[src/rtl/serial_subtractor.sv]
// Bit-serial two's-complement subtractor: q = a - b, LSB first, one bit per clock.
// A single full-subtractor cell and a borrow flop stand in for a WIDTH-bit ripple
// chain. Operands are accepted under a start/busy/done handshake.
module serial_subtractor #(
  parameter int unsigned WIDTH = 4
) (
  input  logic             clk,
  input  logic             rst,
  input  logic             start,
  input  logic [WIDTH-1:0] a,
  input  logic [WIDTH-1:0] b,
  output logic             busy,
  output logic             done,
  output logic [WIDTH-1:0] q,
  output logic             borrow
);

  localparam int unsigned CW = (WIDTH > 1) ? $clog2(WIDTH) : 1;
  // Terminal count is detected by equality, so the counter never needs to wrap.
  localparam logic [CW-1:0] LAST = CW'(WIDTH - 1);

  typedef enum logic {StIdle, StRun} state_t;

  state_t           state;
  logic [WIDTH-1:0] a_sh;
  logic [WIDTH-1:0] b_sh;
  logic [WIDTH-1:0] q_sh;
  logic             br;
  logic [CW-1:0]    cnt;

  logic             d;
  logic             br_nxt;
  logic [WIDTH-1:0] q_nxt;

  // Full-subtractor cell on the current LSBs, plus the result register shifted by one.
  always_comb begin
    d      = a_sh[0] ^ b_sh[0] ^ br;
    br_nxt = (~a_sh[0] & b_sh[0]) | (~(a_sh[0] ^ b_sh[0]) & br);
    q_nxt  = {d, q_sh[WIDTH-1:1]};
  end

  // Handshake FSM and serial datapath; outputs are registered.
  always_ff @(posedge clk) begin
    if (rst) begin
      state  <= StIdle;
      busy   <= 1'b0;
      done   <= 1'b0;
      q      <= '0;
      borrow <= 1'b0;
      a_sh   <= '0;
      b_sh   <= '0;
      q_sh   <= '0;
      br     <= 1'b0;
      cnt    <= '0;
    end else begin
      done <= 1'b0;
      unique case (state)
        StIdle: begin
          if (start) begin
            a_sh  <= a;
            b_sh  <= b;
            br    <= 1'b0;
            cnt   <= '0;
            busy  <= 1'b1;
            state <= StRun;
          end
        end
        StRun: begin
          a_sh <= a_sh >> 1;
          b_sh <= b_sh >> 1;
          q_sh <= q_nxt;
          br   <= br_nxt;
          cnt  <= cnt + 1'b1;
          if (cnt == LAST) begin
            // Publish the fully assembled result in the same edge as the last bit.
            q      <= q_nxt;
            borrow <= br_nxt;
            done   <= 1'b1;
            busy   <= 1'b0;
            state  <= StIdle;
          end
        end
        default: state <= StIdle;
      endcase
    end
  end

endmodule

[config.mk]
export PLATFORM = sky130hd
export DESIGN_NAME = serial_subtractor
export DESIGN_NICKNAME = d
export VERILOG_FILES = /design/src/rtl/serial_subtractor.sv
export SDC_FILE = /design/constraint.sdc
export NUM_CORES = 1
export LEC_CHECK = 0
export CORE_MARGIN = 4
export CORE_UTILIZATION = 44
export CTS_CLUSTER_DIAMETER = 60
export CTS_CLUSTER_SIZE = 14
export DETAILED_ROUTE_END_ITERATION = 8
export GPL_TIMING_DRIVEN = 0
export PLACE_DENSITY_LB_ADDON = 0.08
export SLEW_MARGIN = 25
export SYNTH_ARGS = -nofsm -noshare
export SYNTH_HDL_FRONTEND = slang
export SYNTH_SLANG_ARGS = --single-unit
[constraint.sdc]
create_clock -name clk -period 1.1 [get_ports clk]
set_input_delay 0.165 -clock clk [delete_from_list [all_inputs] [get_ports clk]]
set_output_delay 0.165 -clock clk [all_outputs]
set_load 0.005 [all_outputs]
==> run_results.csv, run 1 <==
group,metric,value,unit
outcome,status,"finished, violations left",
outcome,violations,"negative setup slack",
final_layout,drive_gt1_frac,0.281,
floorplan,rows,16,
setup_path,slowest_delay,0.56,ns
detailed_routing,drt_iter0_markers,5,
timing,min_period_over_period,1.10,
timing,relSlewSlack,0.690,
floorplan,fp.dieH,54.1,um
timing,drv_slew,0,
floorplan,core-area,0.00198,mm2
yosys,syn-num-nets,105,
timing,fin_hold_ws,0.449,ns
global_routing,grt_pass1_vias,669,
clock_network,cts_made_buffers,3,
detailed_routing,dr.pass1.iters,4,
setup_path,cp_max_fo,2,
timing,skew,0.0182,ns
clock_network,cts_sinks,22,
setup_path,rr_endpoint,"q[3]",
yosys,yosys_register_bits,22,
place,place_congestion,0.691,
setup_path,crit_buf_inv,1,
detailed_routing,drc,0,
clock_network,cts.clk_slew.worst_paths,0.13,ns
setup_path,path_class,"reg2reg",
yosys,synth-seq-area-share,0.472,
global_routing,grt_pass1_wl,3110,um
yosys,synth_cells,92,
final_layout,antenna_cells,0,
setup_path,cp_num_cells,4,
timing,max_freq,823,MHz
detailed_routing,wl_per_cell,12.9,um
final_layout,multi_input_comb_area,470,um2
global_routing,grt_max_degree,14,
yosys,synth_cell_types,21,
timing,final_hold_viol_count,0,
setup_path,worstSetupStartpoint,"br",
detailed_routing,drt_wl_total,1820,um
global_routing,antenna_found_initial,0,
floorplan,initial_utilization,0.471,
min_path,hold_depth,3,
setup_path,r2r_slack,-0.11,ns
place,dpl.hpwl,1280,um
detailed_routing,ant_nets,0,
clock_network,cts_htree_levels,1,
timing,fin_tns_setup,-0.203,ns
min_path,hold_path.startpoint,"a[3]",
setup_path,critPathSlowestCell,"fa_2",
timing,rsz0062_at_grt,"true",
place,dp_slack,-0.232,ns
pwr,power_density,1370,mW/mm2
yosys,synth.cell_area,933,um2
timing,min_period,1.21,ns
pwr,peakVddDrop,828,uV
pwr,finalPower,1.70,mW
floorplan,die_x,54.1,um
pwr,power_leakage,0.496,nW
yosys,synth_area_per_cell,10.1,um2
detailed_routing,num_vias,712,
setup_path,path_delay_family,"adder cells",
setup_path,start_kind,"register",
timing,setup_ws,-0.115,ns
setup_path,crit_path_end,"q[3]",
clock_network,cts-root-buf,"clkbuf_4",
setup_path,r2r-start,"br",
global_routing,overflow,0,
clock_network,clk_latency,0.32,ns
setup_path,worstPathRequired,1.36,ns
setup_path,crit_chain,"inv_2, fa_2, nand3_2, a21oi_2",
final_layout,area_delta_synth_final,33.5,%
clock_network,clockBufferDepth,2,
clock_network,cts_tree,"built",
timing,finalSetupViolCount,2,
final_layout,num-nets-final,128,
place,place.port_buffers,17,
min_path,hold_class,"in2reg",
final_layout,final_util,0.629,
floorplan,die-area,0.00292,mm2
setup_path,cp-end-kind,"register",
run,max_cap_viol_count,0,
global_routing,grt_use_total,0.153,
timing,worst_pin_slew,0.465,ns
detailed_routing,vias_per_cell,5.05,
floorplan,ioPinCount,18,
setup_path,cp.arrival,1.48,ns
yosys,yosysWarnings,0,
final_layout,fillCellCount,168,
setup_path,rr_worst_depth,4,
final_layout,final-seq-area,453,um2
## registers in the layout (all words and copies together), names as in the netlist
signal  cells
cnt         2
br          1
done        1
q_sh        3
a_sh        4
borrow      1
state       1
q           4
busy        1
b_sh        4
## worst min-delay path by stage
| stage | slack, ns | to |
|---|---|---|
| floorplan | 0.24 | borrow |
| global placement | 0.47 | q[0] |
| detailed placement | 0.47 | q[0] |
| CTS | 0.45 | borrow |
| global route | 0.44 | a_sh[3] |
| finish | 0.45 | a_sh[3] |
## cells in the mapped netlist
master,instances,area share
nor2b_1,6,0.040
buf_4,3,0.024
or3b_1,3,0.028
mux2i_1,11,0.12
dfxtp_1,22,0.47
nor3_1,2,0.011
a21bo_2,4,0.043
buf_1,2,0.0080
nand3_1,4,0.021
a311oi_1,1,0.0094
inv_1,3,0.012
nand2b_1,3,0.020
a21oi_1,9,0.048
a211oi_1,7,0.056
buf_2,1,0.0054
o21bai_1,1,0.0080
ha_1,1,0.013
fa_1,1,0.021
nor2_1,5,0.020
nand2_1,2,0.0080
buf_6,1,0.012
## cell type report
class / instances / area share
Buffer: 7 / 0.0422
Clock buffer: 3 / 0.0181
Clock inverter: 1 / 0.0241
Inverter: 3 / 0.00904
Multi-Input combinational cell: 60 / 0.378
Sequential cell: 22 / 0.363
Tap cell: 27 / 0.0271
Timing Repair Buffer: 18 / 0.139
## power by group
group	internal [mW]	leakage [nW]	switching (mW)	total, mW
logic	0.121	0.284	0.100	0.221
clock network	0.369	0.0279	0.250	0.619
registers	0.840	0.184	0.0250	0.865
total	1.33	0.496	0.376	1.70
## per-layer routing
layer  track usage  up-vias  part of all wire
li1              -      366                 -
met1         0.196      329              0.48
met2         0.228       12              0.46
met3        0.0360        5             0.031
met4        0.0996        0             0.026
met5             0        -                 0
## metrics by stage
stage	std cells	instance area, um2
floorplan	92	933
global placement	136	1140
detailed placement	136	1140
CTS	140	1210
global route	141	1250
finish	141	1250
## timing repair
| item | in CTS | in global routing |
|---|---|---|
| setup endpoints to repair | 13 | 13 |
| hold buffers | 0 | 0 |
| hold endpoints to repair | 0 | 0 |
| resized for setup | 21 | 10 |
| setup buffers | 0 | 1 |
| pin swaps | 3 | 2 |
## cells by family (layout without fill, tap and decap cells)
logic type / Yosys count / after routing / synth area share
simple gates: 25 / 25 / 0.149
fa+ha+maj: 2 / 2 / 0.0349
compound gates: 22 / 22 / 0.165
flops: 22 / 22 / 0.472
buf+inv: 10 / 32 / 0.0617
mux: 11 / 11 / 0.118
## cells in the final DEF, fill, tap and decap left out, types with 4 or more instances in the layout
cell type and instances:
nor2_1 5, mux2i_1 11, a211oi_1 7, buf_4 4, dfxtp_1 12, a21bo_2 4
a21oi_1 7, nor2b_1 6, clkdlybuf4s50_1 10, dlygate4sd2_1 4, dfxtp_2 10
## worst min-delay path, cell delays in order
cell and delay, ns:
clkdlybuf4s50_1 0.39, mux2i_1 0.13, nor3_1 0.05
Power figures use the tool's default switching activity.
==> run 2: changes to the inputs <==
CAP_MARGIN = 40   (was not set)
==> results of run 2 <==
The final DEF is identical to that of run 1; final timing and power are the same.
==> run 3: changes to the inputs <==
CORE_UTILIZATION = 49   (was 44)
clock period = 1.3 ns   (was 1.1 ns; I/O delays follow)
==> run 3 against run 2 <==
Compared with the run above:
- the run now ends clean
- largest power group unchanged
- clock-buffer cell count is 1 higher
- combinational power decreased by 21%
- final area shrank 4.9%
- register-to-register slack improved by 0.23 ns
- total power is 25% lower
- clock skew decreased by 0.016 ns
- non-clock buffer count did not move
- utilization increased by 4.3 points
- setup slack improved by 0.23 ns
- cell count decreased by 1.4%
==> run_results.csv, run 3 (synthesis results as in run 1) <==
group,metric,value,unit
clock_network,cts_sinks,22,
timing,relSlewSlack,0.707,
pwr,p_comb_frac,0.137,
run,max_cap_viol_count,0,
final_layout,area_delta_synth_final,26.9,%
clock_network,cts_made_buffers,3,
timing,min_period_over_period,0.913,
setup_path,rr_worst_depth,4,
setup_path,path_delay_family,"adder cells",
timing,fin_tns_setup,0,ns
detailed_routing,num_vias,706,
global_routing,grt_pass1_wl,2970,um
timing,fin_hold_ws,0.484,ns
setup_path,start_kind,"register",
timing,final_hold_viol_count,0,
setup_path,r2r-start,"br",
timing,drv_slew,0,
setup_path,cp.arrival,1.39,ns
floorplan,core-area,0.00176,mm2
min_path,hold_path.startpoint,"q_sh[1]",
global_routing,grt_max_degree,13,
clock_network,clockBufferDepth,2,
place,dp_cells,134,
timing,min_period,1.19,ns
clock_network,cts_htree_levels,1,
setup_path,cp-end-kind,"register",
pwr,p_sw_frac,0.238,
detailed_routing,drt_iter0_markers,5,
min_path,whs_endpoint,"q[0]",
global_routing,antenna_found_initial,0,
detailed_routing,wl_per_cell,12.5,um
clock_network,cts_tree,"built",
clock_network,hold_buffers,0,
pwr,finalPower,1.28,mW
floorplan,die-area,0.00267,mm2
timing,worst_pin_slew,0.439,ns
clock_network,cts.clk_slew.worst_paths,0.12,ns
clock_network,cts-root-buf,"clkbuf_4",
place,dpl.hpwl,1230,um
detailed_routing,drc,0,
detailed_routing,ant_nets,0,
final_layout,drive_gt1_frac,0.211,
setup_path,crit_buf_inv,1,
outcome,status,"finished clean",
final_layout,num-nets-final,128,
timing,skew,0.00228,ns
timing,max_freq,843,MHz
min_path,hold_class,"reg2reg",
pwr,switchingPower,304,uW
final_layout,final_common_cell,"dfxtp_1",
final_layout,final_cell_mix,"14 x dfxtp_1, 11 x mux2i_1, 10 x clkdlybuf4s50_1",
pwr,power.internal,975,uW
setup_path,worstPathRequired,1.50,ns
timing,rsz0062_at_grt,"false",
floorplan,die_x,51.6,um
place,place_congestion,0.717,
setup_path,r2r_slack,0.11,ns
final_layout,reg_top3,"a_sh (4), b_sh (4), q (4)",
min_path,hold_depth,2,
final_layout,antenna_cells,0,
place,place.port_buffers,17,
floorplan,fp.dieH,51.6,um
setup_path,path_class,"reg2reg",
pwr,peakVddDrop,618,uV
global_routing,overflow,0,
detailed_routing,dr.pass1.iters,2,
floorplan,rows,15,
global_routing,grt_use_total,0.153,
setup_path,crit_chain,"inv_2, fa_1, mux2i_1, nor2_1",
final_layout,final_util,0.672,
clock_network,clk_latency,0.31,ns
setup_path,cp_max_fo,2,
final_layout,fin_cells,139,
setup_path,slowest_delay,0.49,ns
floorplan,ioPinCount,18,
setup_path,critPathSlowestCell,"fa_1",
global_routing,grt_pass1_vias,669,
detailed_routing,vias_per_cell,5.08,
setup_path,rr_endpoint,"q_sh[3]",
final_layout,fillCellCount,165,
pwr,p_seq_frac,0.569,
pwr,power_density,1080,mW/mm2
detailed_routing,drt_wl_total,1740,um
floorplan,initial_utilization,0.529,
timing,finalSetupViolCount,0,
pwr,pwr-share-clk,0.294,
pwr,power_leakage,0.491,nW
==> run 3: cell types whose count changed in the layout (fill, tap and decap cells not counted), sizes merged <==
| cell | delta |
|---|---|
| dlygate4sd2 | +3 |
| clkbuf | +1 |
| bufinv | -1 |
| clkdlybuf4s15 | -3 |
==> run 3: power groups by stage <==
stage | registers (mW) | logic (mW) | clock network (mW)
after global placement | 0.741 | 0.171 | 0
final | 0.727 | 0.175 | 0.377
after CTS | 0.727 | 0.177 | 0.395
after floorplan | 0.738 | 0.110 | 0
after detailed placement | 0.742 | 0.173 | 0
after global routing | 0.732 | 0.196 | 0.427
==> run 3: worst max-delay path by stage <==
stage,slack (ns),startpoint,depth (start not counted),endpoint
2_1_floorplan,0.19,b_sh[0],4,q_sh[3]
3_3_place_gp,-0.05,start,4,b_sh[2]
3_5_place_dp,-0.06,start,4,a_sh[2]
4_1_cts,0.04,cnt[0],4,borrow
5_1_grt,0.01,br,4,q_sh[3]
6_report,0.11,br,4,q_sh[3]
==> run 3: per-layer routing <==
layer  vias up  share of wire  track usage
met1       325           0.48        0.199
met5         -              0            0
met4         0          0.029        0.105
li1        364              -            -
met2        12           0.46        0.222
met3         5          0.036       0.0372
==> run 3: through the flow <==
stage	instance area, um2	setup WS, ns
after floorplan	933	0.192
after global placement	1130	-0.0520
after detailed placement	1130	-0.0614
after CTS	1180	0.0447
after global routing	1180	0.0105
final	1180	0.113
==> run 3: final cells by class <==
| type | instances | area [um2] | area share |
|---|---|---|---|
| plain buffers | 7 | 48.8 | 0.0412 |
| clock buffers | 4 | 36.3 | 0.0306 |
| inverters | 3 | 11.3 | 0.00950 |
| multi-input cells | 60 | 438 | 0.370 |
| flip-flops and latches | 22 | 450 | 0.380 |
| well taps | 25 | 31.3 | 0.0264 |
| repair buffers | 18 | 169 | 0.143 |
==> run 3: worst min-delay path, cell delays in order (launching register included) <==
cell	delay, ns
dfxtp_1	0.33
nand3_1	0.07
a21oi_1	0.05
==> run 3: repair_timing <==
| item | 4_1_cts | 5_1_grt |
|---|---|---|
| pin swaps | 0 | 1 |
| setup buffers | 1 | 0 |
| resized for setup | 13 | 6 |
| setup endpoints to repair | 7 | 3 |
